### src/rtl/rx_despreader.sv
// rx_despreader: despreads 16-chip dibit slots against a locally supplied
// scramble code, majority-votes each dibit, drops the extra slot inserted
// after every 8 data dibits, packs dibits MSB-first into bytes and writes
// them to the message RAM.
module rx_despreader #(
    parameter int SPREAD = 16,
    parameter int ADDR_W = 10
) (
    input  logic              clk,
    input  logic              reset,
    input  logic              enable,
    input  logic              start,
    input  logic [15:0]       msg_length,
    input  logic              in_valid,
    input  logic [3:0]        in_data,
    input  logic [1:0]        scramble_code,
    output logic              scr_advance,
    output logic              ram_we,
    output logic [ADDR_W-1:0] ram_addr,
    output logic [7:0]        ram_wdata,
    output logic              busy,
    output logic              done,
    output logic [15:0]       chip_err_cnt
);

    typedef enum logic [1:0] {
        S_IDLE  = 2'd0,
        S_DATA  = 2'd1,
        S_EXTRA = 2'd2,
        S_DONE  = 2'd3
    } state_t;

    // A dibit needs strictly more than half of the 16 chips to resolve to 1.
    localparam logic [4:0] VOTE_MIN = 5'd9;
    localparam logic [3:0] CHIP_LAST = 4'(SPREAD - 1);

    // Undo the scrambler mapping for one chip symbol.
    function automatic logic [1:0] descramble(input logic [1:0] code, input logic [1:0] s);
        case (code)
            2'b00:   return s;
            2'b01:   return {~s[0], s[1]};
            2'b10:   return {s[0], ~s[1]};
            default: return ~s;
        endcase
    endfunction

    // Drop dibit d into byte slot pos (0 = bits [7:6]); a new byte starts clean
    // so a partial last byte has its unfilled low bits at zero.
    function automatic logic [7:0] pack_dibit(input logic [7:0] cur, input logic [1:0] pos,
                                              input logic [1:0] d);
        logic [7:0] b;
        b = (pos == 2'd0) ? 8'h00 : cur;
        case (pos)
            2'd0:    b[7:6] = d;
            2'd1:    b[5:4] = d;
            2'd2:    b[3:2] = d;
            default: b[1:0] = d;
        endcase
        return b;
    endfunction

    // Increment that sticks at all-ones.
    function automatic logic [15:0] sat_inc16(input logic [15:0] v);
        return (v == 16'hFFFF) ? v : v + 16'd1;
    endfunction

    state_t              r_state;
    state_t              w_state_next;
    logic [15:0]         r_len;
    logic [15:0]         r_dibit_cnt;
    logic [3:0]          r_chip_cnt;
    logic [ADDR_W-1:0]   r_byte_idx;
    logic [15:0]         r_err_cnt;
    logic [4:0]          r_vote_hi;
    logic [4:0]          r_vote_lo;
    logic [7:0]          r_byte;
    logic                r_ram_we;
    logic [ADDR_W-1:0]   r_ram_addr;
    logic [7:0]          r_ram_wdata;

    logic                w_start_acc;
    logic                w_chip_acc;
    logic                w_chip_ok;
    logic [1:0]          w_dibit_chip;
    logic [4:0]          w_vote_hi_next;
    logic [4:0]          w_vote_lo_next;
    logic [1:0]          w_dibit_res;
    logic                w_slot_end;
    logic                w_data_slot_end;
    logic [15:0]         w_k_next;
    logic                w_last;
    logic                w_write;
    logic [7:0]          w_byte_next;

    assign w_start_acc    = (r_state == S_IDLE) && start && enable;
    assign w_chip_acc     = enable && in_valid && ((r_state == S_DATA) || (r_state == S_EXTRA));
    assign w_chip_ok      = in_data[2] & in_data[0];
    assign w_dibit_chip   = descramble(scramble_code, {in_data[3], in_data[1]});
    assign w_vote_hi_next = r_vote_hi + {4'd0, w_chip_ok & w_dibit_chip[1]};
    assign w_vote_lo_next = r_vote_lo + {4'd0, w_chip_ok & w_dibit_chip[0]};
    assign w_dibit_res    = {w_vote_hi_next >= VOTE_MIN, w_vote_lo_next >= VOTE_MIN};
    assign w_slot_end     = w_chip_acc && (r_chip_cnt == CHIP_LAST);
    assign w_data_slot_end = w_slot_end && (r_state == S_DATA);
    assign w_k_next       = r_dibit_cnt + 16'd1;
    assign w_last         = w_data_slot_end && (w_k_next == r_len);
    assign w_write        = w_data_slot_end && ((w_k_next[1:0] == 2'd0) || (w_k_next == r_len));
    assign w_byte_next    = pack_dibit(r_byte, r_dibit_cnt[1:0], w_dibit_res);

    assign scr_advance  = w_chip_acc;
    assign busy         = (r_state != S_IDLE);
    assign done         = (r_state == S_DONE);
    assign ram_we       = r_ram_we;
    assign ram_addr     = r_ram_addr;
    assign ram_wdata    = r_ram_wdata;
    assign chip_err_cnt = r_err_cnt;

    // State register.
    always_ff @(posedge clk) begin
        if (reset) r_state <= S_IDLE;
        else       r_state <= w_state_next;
    end

    // Next-state decode: frame start, slot completion, extra-slot insertion.
    always_comb begin
        w_state_next = r_state;
        case (r_state)
            S_IDLE: begin
                if (w_start_acc)
                    w_state_next = (msg_length == 16'd0) ? S_DONE : S_DATA;
            end
            S_DATA: begin
                if (w_data_slot_end) begin
                    if (w_last)                     w_state_next = S_DONE;
                    else if (w_k_next[2:0] == 3'd0) w_state_next = S_EXTRA;
                end
            end
            S_EXTRA: begin
                if (w_slot_end) w_state_next = S_DATA;
            end
            default: w_state_next = S_IDLE;
        endcase
    end

    // Frame counters: chips in slot, dibits resolved, byte index, chip errors.
    always_ff @(posedge clk) begin
        if (reset) begin
            r_len       <= 16'd0;
            r_dibit_cnt <= 16'd0;
            r_chip_cnt  <= 4'd0;
            r_byte_idx  <= '0;
            r_err_cnt   <= 16'd0;
        end else if (w_start_acc) begin
            r_len       <= msg_length;
            r_dibit_cnt <= 16'd0;
            r_chip_cnt  <= 4'd0;
            r_byte_idx  <= '0;
            r_err_cnt   <= 16'd0;
        end else if (w_chip_acc) begin
            r_chip_cnt <= r_chip_cnt + 4'd1;
            if (!w_chip_ok) r_err_cnt <= sat_inc16(r_err_cnt);
            if (w_data_slot_end) r_dibit_cnt <= w_k_next;
            if (w_write) r_byte_idx <= r_byte_idx + 1'b1;
        end
    end

    // Vote accumulators and byte assembly; cleared at frame and slot start.
    always_ff @(posedge clk) begin
        if (w_start_acc) begin
            r_vote_hi <= 5'd0;
            r_vote_lo <= 5'd0;
        end else if (w_chip_acc) begin
            if (w_slot_end) begin
                r_vote_hi <= 5'd0;
                r_vote_lo <= 5'd0;
            end else begin
                r_vote_hi <= w_vote_hi_next;
                r_vote_lo <= w_vote_lo_next;
            end
            if (w_data_slot_end) r_byte <= w_byte_next;
        end
    end

    // Registered RAM write port; the strobe is a single-cycle pulse.
    always_ff @(posedge clk) begin
        if (reset) begin
            r_ram_we    <= 1'b0;
            r_ram_addr  <= '0;
            r_ram_wdata <= 8'h00;
        end else begin
            r_ram_we <= w_write;
            if (w_write) begin
                r_ram_addr  <= r_byte_idx;
                r_ram_wdata <= w_byte_next;
            end
        end
    end

endmodule

### config.mk
export PLATFORM = sky130hd
export DESIGN_NAME = rx_despreader
export DESIGN_NICKNAME = d
export VERILOG_FILES = /design/src/rtl/rx_despreader.sv
export SDC_FILE = /design/constraint.sdc
export NUM_CORES = 1
export LEC_CHECK = 0
export ABC_CLOCK_PERIOD_IN_PS = 6100
export CAP_MARGIN = 15
export CORE_MARGIN = 8
export CORE_UTILIZATION = 59
export CTS_CLUSTER_DIAMETER = 80
export DETAILED_ROUTE_END_ITERATION = 6
export GPL_TIMING_DRIVEN = 1
export PLACE_DENSITY_LB_ADDON = 0.08
export SETUP_SLACK_MARGIN = 0.5
export SYNTH_ARGS = -nofsm -noshare
export SYNTH_HDL_FRONTEND = slang
export SYNTH_SLANG_ARGS = --single-unit
### constraint.sdc
create_clock -name clk -period 6.1 [get_ports clk]
set_clock_uncertainty 0.2 [all_clocks]
set_input_delay 1.83 -clock clk [delete_from_list [all_inputs] [get_ports clk]]
set_output_delay 1.83 -clock clk [all_outputs]
set_load 0.05 [all_outputs]
==> flow_summary.yaml, run 1 <==
timing:
  slew_headroom: 0.323
  holdWs_ps: 266
  finalCriticalPeriod_ps: 5220
  worst_pin_slew_ps: 1020
  setup_slack_ps: 878
  grt_setup_unrepaired: "no"
  hold_viol_final: 0
  setup_tns_ps: 0
  slew_violations: 0
  finalSetupViolations: 0
  finalCritPeriodShare: 0.856
  fmax_ghz: 0.191
floorplanning:
  start_util: 0.603
  fp.coreArea_um2: 8130
  fp-row-count: 33
  die_h_um: 107
  io_pins: 65
  dieWidth_um: 107
  dieArea_um2: 11500
cells_and_area:
  multi_input_area_um2: 2650
  fill_cells: 658
  finalNetCount: 671
  area.growth.synth_to_final_pct: 18.6
  diodes: 0
  final-seq-area_um2: 2100
  drive_above_1_share: 0.0474
clocking:
  cts-root-buf: "clkbuf_8"
  worstSkewPairLatency_ps: 360
  hold_buffers: 0
  cts_buffers: 9
  clock_path_buffers: 2
  htreeDepth: 3
  post_cts_resized: 0
  cts_setup_buffers: 0
  cts.sinks: 101
  cts_tree: "done"
  clk_pin_slew_worst_paths_ps: 100
global_routing:
  grtUsageTotal: 0.193
  grt_pass1_wl_um: 18500
  grt_max_degree: 41
  antenna_found_initial: 0
  grt_pass1_vias: 4070
  gr-total-overflow: 0
routing:
  viasPerCell: 5.65
  drc: 0
  wl_um: 10800
  wire_per_inst_um: 14.7
  drtIter0Drc: 214
  num_vias: 4171
  dr.pass1.iters: 5
  ant_nets: 0
synth:
  ys_warn_count: 0
  ys_ff_latch: 101
  syn-num-nets: 616
  ys_seq_area_frac: 0.428
  yosys_most_used_dff: "dfxtp_1"
  synth_cell_types: 51
  synth.most_common_cell: "dfxtp_1"
  synth-async-reset-ratio: 0
  synthCells: 573
  synth_area_per_cell_um2: 8.56
  synth_top_area_frac: 0.379
  synth_area_um2: 4910
  synth_area_leaders: "dfxtp_1 38%, xor2_1 5.5%, nand2_1 5.5%"
  synth.largest_area_cell: "dfxtp_1"
  ys_top_cells_by_count: "93 x dfxtp_1, 72 x nand2_1, 72 x nor2_1"
  synth_edf_count: 8
worst_hold_path:
  hold_class: "flop to flop"
  whs_path_depth: 2
  min_from: "r_vote_lo[0]"
  whs_endpoint: "r_vote_lo[0]"
placed_design:
  dp_hpwl_um: 7880
  portBuffers: 64
  gp_congestion: 0.882
  place_ws_ps: 901
critical_path:
  critPathLaunchType: "primary input"
  reg2reg_from: "r_dibit_cnt[0]"
  worst_setup_path_end_kind: "output port"
  worst-setup-path-type: "primary input to output port"
  ff2ff_setup_slack_ps: 1820
  critPathMaxFanout: 15
  rr_endpoint: "r_byte_idx[4]"
  cp.arrival_ps: 3190
  ff2ff_path_depth: 9
  timing.critical_path.required_ps: 4070
power_and_ir_drop:
  ir_worst_vdd_uv: 138
  p_leak_nw: 2.18
  cellPowerDensity_nw_per_um2: 223
job:
  drv_cap: 0
status:
  outcome: "finished clean"
power by group:
part	internal (mW)	total (mW)	switching, mW
Combinational	0.0717	0.182	0.111
Clock	0.163	0.419	0.255
Sequential	0.683	0.697	0.0141
sequential cells by signal, summed over array words and instances, names as in the netlist:
register / cells
r_vote_hi: 5
r_byte: 8
r_dibit_cnt: 16
r_vote_lo: 5
ram_addr: 10
chip_err_cnt: 16
ram_we: 1
r_byte_idx: 10
r_len: 16
ram_wdata: 8
r_state: 2
r_chip_cnt: 4
layout by cell type (no fill, tap or decap), types with 21 or more instances in the layout:
| cell type | instances |
|---|---|
| nor2_1 | 72 |
| a21oi_1 | 47 |
| nand2_1 | 72 |
| nand3_1 | 27 |
| o21ai_0 | 24 |
| clkdlybuf4s50_1 | 63 |
| xnor2_1 | 21 |
| dfxtp_1 | 93 |
| mux2i_1 | 21 |
| xor2_1 | 31 |
stage by stage:
stage / std cells / cell area [um2] / util / total power, mW
floorplan: 573 / 4910 / - / 0.832
global placement: 722 / 5620 / 0.691 / 0.889
detailed placement: 722 / 5620 / 0.691 / 0.893
CTS: 738 / 5820 / 0.715 / 1.31
global route: 738 / 5820 / 0.715 / 1.36
finish: 738 / 5820 / 0.715 / 1.30
worst max-delay path, cell delays in order:
cell,delay [ps]
clkdlybuf4s50_1,510
nand3_1,90
buf_4,190
inv_1,370
buf_12,200
kinds of logic (layout without fill, tap and decap cells):
family	after synthesis	after routing	synth area share
adders and majority gates	16	16	0.0408
DFF	101	101	0.428
muxes	23	23	0.0474
and+or+nand+nor	247	247	0.239
xor gates and xnor gates	52	52	0.0928
AOI/OAI and AO/OA	97	97	0.121
buffers and inverters	37	97	0.0309
layer usage:
layer,global-route usage,vias up,share of wire
met2,0.344,78,0.51
li1,-,2112,-
met4,0.0422,0,0.0096
met1,0.227,1972,0.44
met5,0,-,0
met3,0.0492,9,0.043
layout make-up:
cell class	count	share of cell area
flip-flops and latches	101	0.361
clock inverters	7	0.0131
inverters	12	0.00774
repair buffers	69	0.118
multi-input cells	435	0.456
clock buffers	9	0.0213
well taps	105	0.0226
how the worst max path moves through the flow:
| stage | startpoint | endpoint | slack (ps) | depth (start not counted) |
|---|---|---|---|---|
| global route | enable | scr_advance | 810 | 5 |
| global placement | enable | scr_advance | 920 | 5 |
| finish | enable | scr_advance | 880 | 5 |
| floorplan | enable | scr_advance | 1320 | 3 |
| CTS | enable | scr_advance | 890 | 5 |
| detailed placement | enable | r_dibit_cnt[15] | 900 | 11 |
(Power assumes the default switching activity.)
==> run 2, diff against run 1 <==
Settings changed: ABC_CLOCK_PERIOD_IN_PS 6100 to 5600, CAP_MARGIN 15 to 20, CORE_UTILIZATION 59 to 55.
Clock period 6.1 ns to 5.6 ns, I/O delays scaled along.
==> run 2 against run 1 <==
  * Final cell count increased by 0.81%
  * Sequential cell count is the same
  * Register-to-register slack got worse by 190 ps
  * Utilization down 4.0 points
  * Die area is 6.2% higher
  * Critical path depth unchanged
  * Worst hold slack gained 3.3 ps
  * Combinational power increased by 13%
  * Sequential power rose by 8.9%
  * Routed wire length grew 3.8%
  * Highest routed layer unchanged
==> flow_summary.yaml, run 2 (same netlist as run 1, synthesis figures left out) <==
critical_path:
  critPathLaunchType: "primary input"
  worst_setup_path_end_kind: "output port"
  worst-setup-path-type: "primary input to output port"
  ff2ff_setup_slack_ps: 1630
  cp.arrival_ps: 2900
  critPathMaxFanout: 15
  timing.critical_path.required_ps: 3720
placed_design:
  dpl.cell_count: 728
  dp_hpwl_um: 8170
  gp_congestion: 0.845
  portBuffers: 64
clocking:
  cts-root-buf: "clkbuf_8"
  htreeDepth: 3
  cts_setup_buffers: 0
  cts_tree: "done"
  clock_path_buffers: 2
  post_cts_resized: 0
  clk_pin_slew_worst_paths_ps: 110
  hold_buffers: 0
  worstSkewPairLatency_ps: 370
  cts.sinks: 101
  cts_buffers: 9
routing:
  wire_per_inst_um: 15.1
  num_vias: 4190
  ant_nets: 0
  drc: 0
  dr.pass1.iters: 4
  drtIter0Drc: 227
  wl_um: 11200
  viasPerCell: 5.63
cells_and_area:
  post-route-util: 0.675
  finalNetCount: 674
  final_common_cell: "dfxtp_1"
  finalNonFillerCells: 744
  drive_above_1_share: 0.0519
  final_cell_mix: "93 x dfxtp_1, 72 x nand2_1, 72 x nor2_1, 63 x clkdlybuf4s50_1, 47 x a21oi_1"
  area.growth.synth_to_final_pct: 19.5
  diodes: 0
  fill_cells: 744
timing:
  fmax_ghz: 0.209
  finalCritPeriodShare: 0.854
  worst_pin_slew_ps: 665
  finalCriticalPeriod_ps: 4780
  setup_tns_ps: 0
  slew_headroom: 0.545
  holdWs_ps: 269
  grt_setup_unrepaired: "no"
  hold_viol_final: 0
  finalSetupViolations: 0
  slew_violations: 0
global_routing:
  grtUsageTotal: 0.180
  gr-total-overflow: 0
  grt_pass1_vias: 4139
  grt.busiest_layer: "met2"
  grtUsageMet2: 0.312
  antenna_found_initial: 0
  grt_use_met3: 0.0438
  grt_pass1_wl_um: 19200
  use_met1: 0.219
  grt_max_degree: 41
job:
  drv_cap: 0
power_and_ir_drop:
  p_leak_nw: 2.19
  ir_worst_vdd_uv: 157
  cellPowerDensity_nw_per_um2: 249
floorplanning:
  dieWidth_um: 110
  io_pins: 65
  dieArea_um2: 12200
  start_util: 0.565
  fp.coreArea_um2: 8680
  die_h_um: 110
  fp-row-count: 34
status:
  outcome: "finished clean"
worst_hold_path:
  hold_class: "flop to flop"
-- run 2: changes by cell type in the layout (fill, tap and decap cells not counted), sizes merged --
cell      delta
buf          +3
bufinv       +1
clkinv       -1
clkinvlp     +1
inv          -1
-- run 2: final timing paths --
check / depth (start not counted) / startpoint / end
max: 5 / enable / scr_advance
min: 2 / r_vote_hi[0] / r_vote_hi[0]
max reg2reg: 10 / r_dibit_cnt[0] / r_byte_idx[3]
min reg2reg: 2 / r_vote_hi[0] / r_vote_hi[0]
-- run 2: metrics by stage --
stage               setup slack (ps)  power, mW  cell area (um2)
finish                           817       1.46             5860
global route                     730       1.52             5860
CTS                              815       1.47             5860
detailed placement               818      0.978             5650
global placement                 852      0.971             5650
floorplan                       1120      0.907             4910
-- run 2: final cells by class --
cell class,instances,area [um2],share of cell area
repair buffers,72,711,0.121
clock buffers,9,124,0.0211
flip-flops and latches,101,2100,0.359
well taps,108,135,0.0231
clock inverters,7,91.3,0.0156
inverters,12,45.0,0.00769
multi-input cells,435,2650,0.453
-- run 2: critical path, cell delays in order --
cell	delay [ps]
clkdlybuf4s50_1	510
nand3_1	90
buf_4	190
inv_1	250
buf_12	180
-- run 2: layer usage --
metal  vias to the layer above  wire length (um)
li1                       2132                 -
met1                      1972              5080
met2                        74              5550
met3                        12               478
met4                         0               117
met5                         -                 0
-- run 2: power by group --
group | switching (mW) | internal [mW] | total (mW)
sequential | 0.0153 | 0.744 | 0.759
clock | 0.279 | 0.218 | 0.496
combinational | 0.125 | 0.0803 | 0.205
==> run 3, diff against run 2 <==
Settings changed: MAX_ROUTING_LAYER from default to met4, SKIP_CTS_REPAIR_TIMING from default to 1.
==> run 3 against run 2 <==
  * Sequential cell count did not move
  * Register-to-register slack about the same
  * Fmax about the same
  * Die area is the same
==> flow_summary.yaml, run 3 (same netlist as run 1, synthesis figures left out) <==
status:
  outcome: "finished clean"
cells_and_area:
  fill_cells: 744
  diodes: 0
  final_cell_mix: "93 x dfxtp_1, 72 x nand2_1, 72 x nor2_1, 63 x clkdlybuf4s50_1, 47 x a21oi_1"
  drive_above_1_share: 0.0519
  area.growth.synth_to_final_pct: 19.5
  multi_input_area_um2: 2650
  final-seq-area_um2: 2100
  final_common_cell: "dfxtp_1"
  finalNetCount: 674
critical_path:
  worst-path-stages: 5
  crit_chain: "clkdlybuf4s50_1, nand3_1, buf_4, inv_1, buf_12"
  worst_path_max_delay_cell: "clkdlybuf4s50_1"
  critPathMaxStageDelay_ps: 510
  worst-setup-path-type: "primary input to output port"
  ff2ff_path_depth: 10
  timing.critical_path.required_ps: 3720
  worst_setup_path_end_kind: "output port"
  critical-path-top-delay-family: "buffers and inverters"
  setup.worst_path.end: "scr_advance"
  critPathMaxFanout: 15
  cp.arrival_ps: 2900
  reg2reg_from: "r_dibit_cnt[0]"
  ff2ff_setup_slack_ps: 1640
  worst-path-buf-inv: 4
  rr_endpoint: "r_byte_idx[3]"
  critPathLaunchType: "primary input"
  crit_start: "enable"
global_routing:
  grt_max_degree: 41
  grt_pass1_vias: 4129
  grtUsageTotal: 0.186
  antenna_found_initial: 0
  gr-total-overflow: 0
  grt_pass1_wl_um: 19200
timing:
  grt_setup_unrepaired: "no"
  finalCritPeriodShare: 0.854
  slew_headroom: 0.545
  finalCriticalPeriod_ps: 4780
  worst_pin_slew_ps: 666
  setup_tns_ps: 0
  fmax_ghz: 0.209
  slew_violations: 0
  finalSetupViolations: 0
  hold_viol_final: 0
  holdWs_ps: 270
worst_hold_path:
  hold_class: "flop to flop"
  whs_path_depth: 2
floorplanning:
  die_h_um: 110
  fp-row-count: 34
  io_pins: 65
  fp.coreArea_um2: 8680
  dieArea_um2: 12200
  start_util: 0.565
  dieWidth_um: 110
power_and_ir_drop:
  p_leak_nw: 2.19
  power_mw: 1.46
  power_switching_mw: 0.420
  ir_worst_vdd_uv: 157
  p_int_mw: 1.04
  seqPwrFrac: 0.520
  clockPowerShare: 0.340
  cellPowerDensity_nw_per_um2: 249
  netSwitchingFraction: 0.287
  comb_power_share: 0.141
routing:
  num_vias: 4195
  drtIter0Drc: 189
  wl_met1_um: 5080
  wl_um: 11200
  routed.top_layer: "met4"
  drc: 0
  wl_met2_um: 5560
  viasPerCell: 5.64
  met3_length_um: 429
  ant_nets: 0
  wire_per_inst_um: 15.0
  dr.pass1.iters: 5
job:
  drv_cap: 0
clocking:
  htreeDepth: 3
  clk_pin_slew_worst_paths_ps: 110
  worstSkewPairLatency_ps: 370
  cts_buffers: 9
  cts-root-buf: "clkbuf_8"
  cts_tree: "done"
  clock_path_buffers: 2
  cts.sinks: 101
placed_design:
  gp_congestion: 0.859
  portBuffers: 64
  dp_hpwl_um: 8170
==> run 3: cell counts in the layout (fill, tap and decap cells not counted) <==
No cell type changed its count.
==> run 3: stage by stage <==
| stage | std cells | setup WS [ps] | instance area [um2] | utilization |
|---|---|---|---|---|
| after global placement | 728 | 852 | 5650 | 0.651 |
| after CTS | 744 | 815 | 5860 | 0.675 |
| after floorplan | 573 | 1120 | 4910 | - |
| after detailed placement | 728 | 818 | 5650 | 0.651 |
| final | 744 | 817 | 5860 | 0.675 |
| after global routing | 744 | 730 | 5860 | 0.675 |
==> run 3: layout make-up <==
type	count	area share
clock buffer	9	0.0211
clock inverter	7	0.0156
inverter	12	0.00769
multi-input combinational	435	0.453
sequential	101	0.359
tap	108	0.0231
timing repair buffer	72	0.121
==> run 3: power groups by stage <==
stage | Sequential [mW] | Clock, mW | Combinational, mW
3_3_place_gp | 0.775 | 0 | 0.196
2_1_floorplan | 0.774 | 0 | 0.133
5_1_grt | 0.762 | 0.529 | 0.227
6_report | 0.759 | 0.497 | 0.205
3_5_place_dp | 0.776 | 0 | 0.203
4_1_cts | 0.759 | 0.505 | 0.205
==> run 3: layer usage <==
metal	vias to the layer above	global-route usage
li1	2128	-
met1	1981	0.224
met2	74	0.310
met3	12	0.0406
met4	0	0.0414
met5	-	-
==> run 3: worst min-delay path by stage <==
stage                       startpoint           end  slack, ps
final                     r_vote_hi[0]  r_vote_hi[0]        270
after global routing          r_len[5]      r_len[5]        300
after CTS                 r_vote_lo[0]  r_vote_lo[0]        280
after detailed placement  r_vote_lo[0]  r_vote_lo[0]        260
after global placement    r_vote_hi[0]  r_vote_hi[0]        250
after floorplan           r_vote_hi[0]  r_vote_hi[0]        240
==> run 3: worst register-to-register path, cell delays in order, from the launching register on <==
cell	delay (ps)
dfxtp_1	530
ha_1	290
nand3_1	360
o31a_1	390
or4_1	500
and3_4	200
a2111oi_4	510
o21ai_2	270
buf_4	300
nor4_1	220
o21bai_1	130
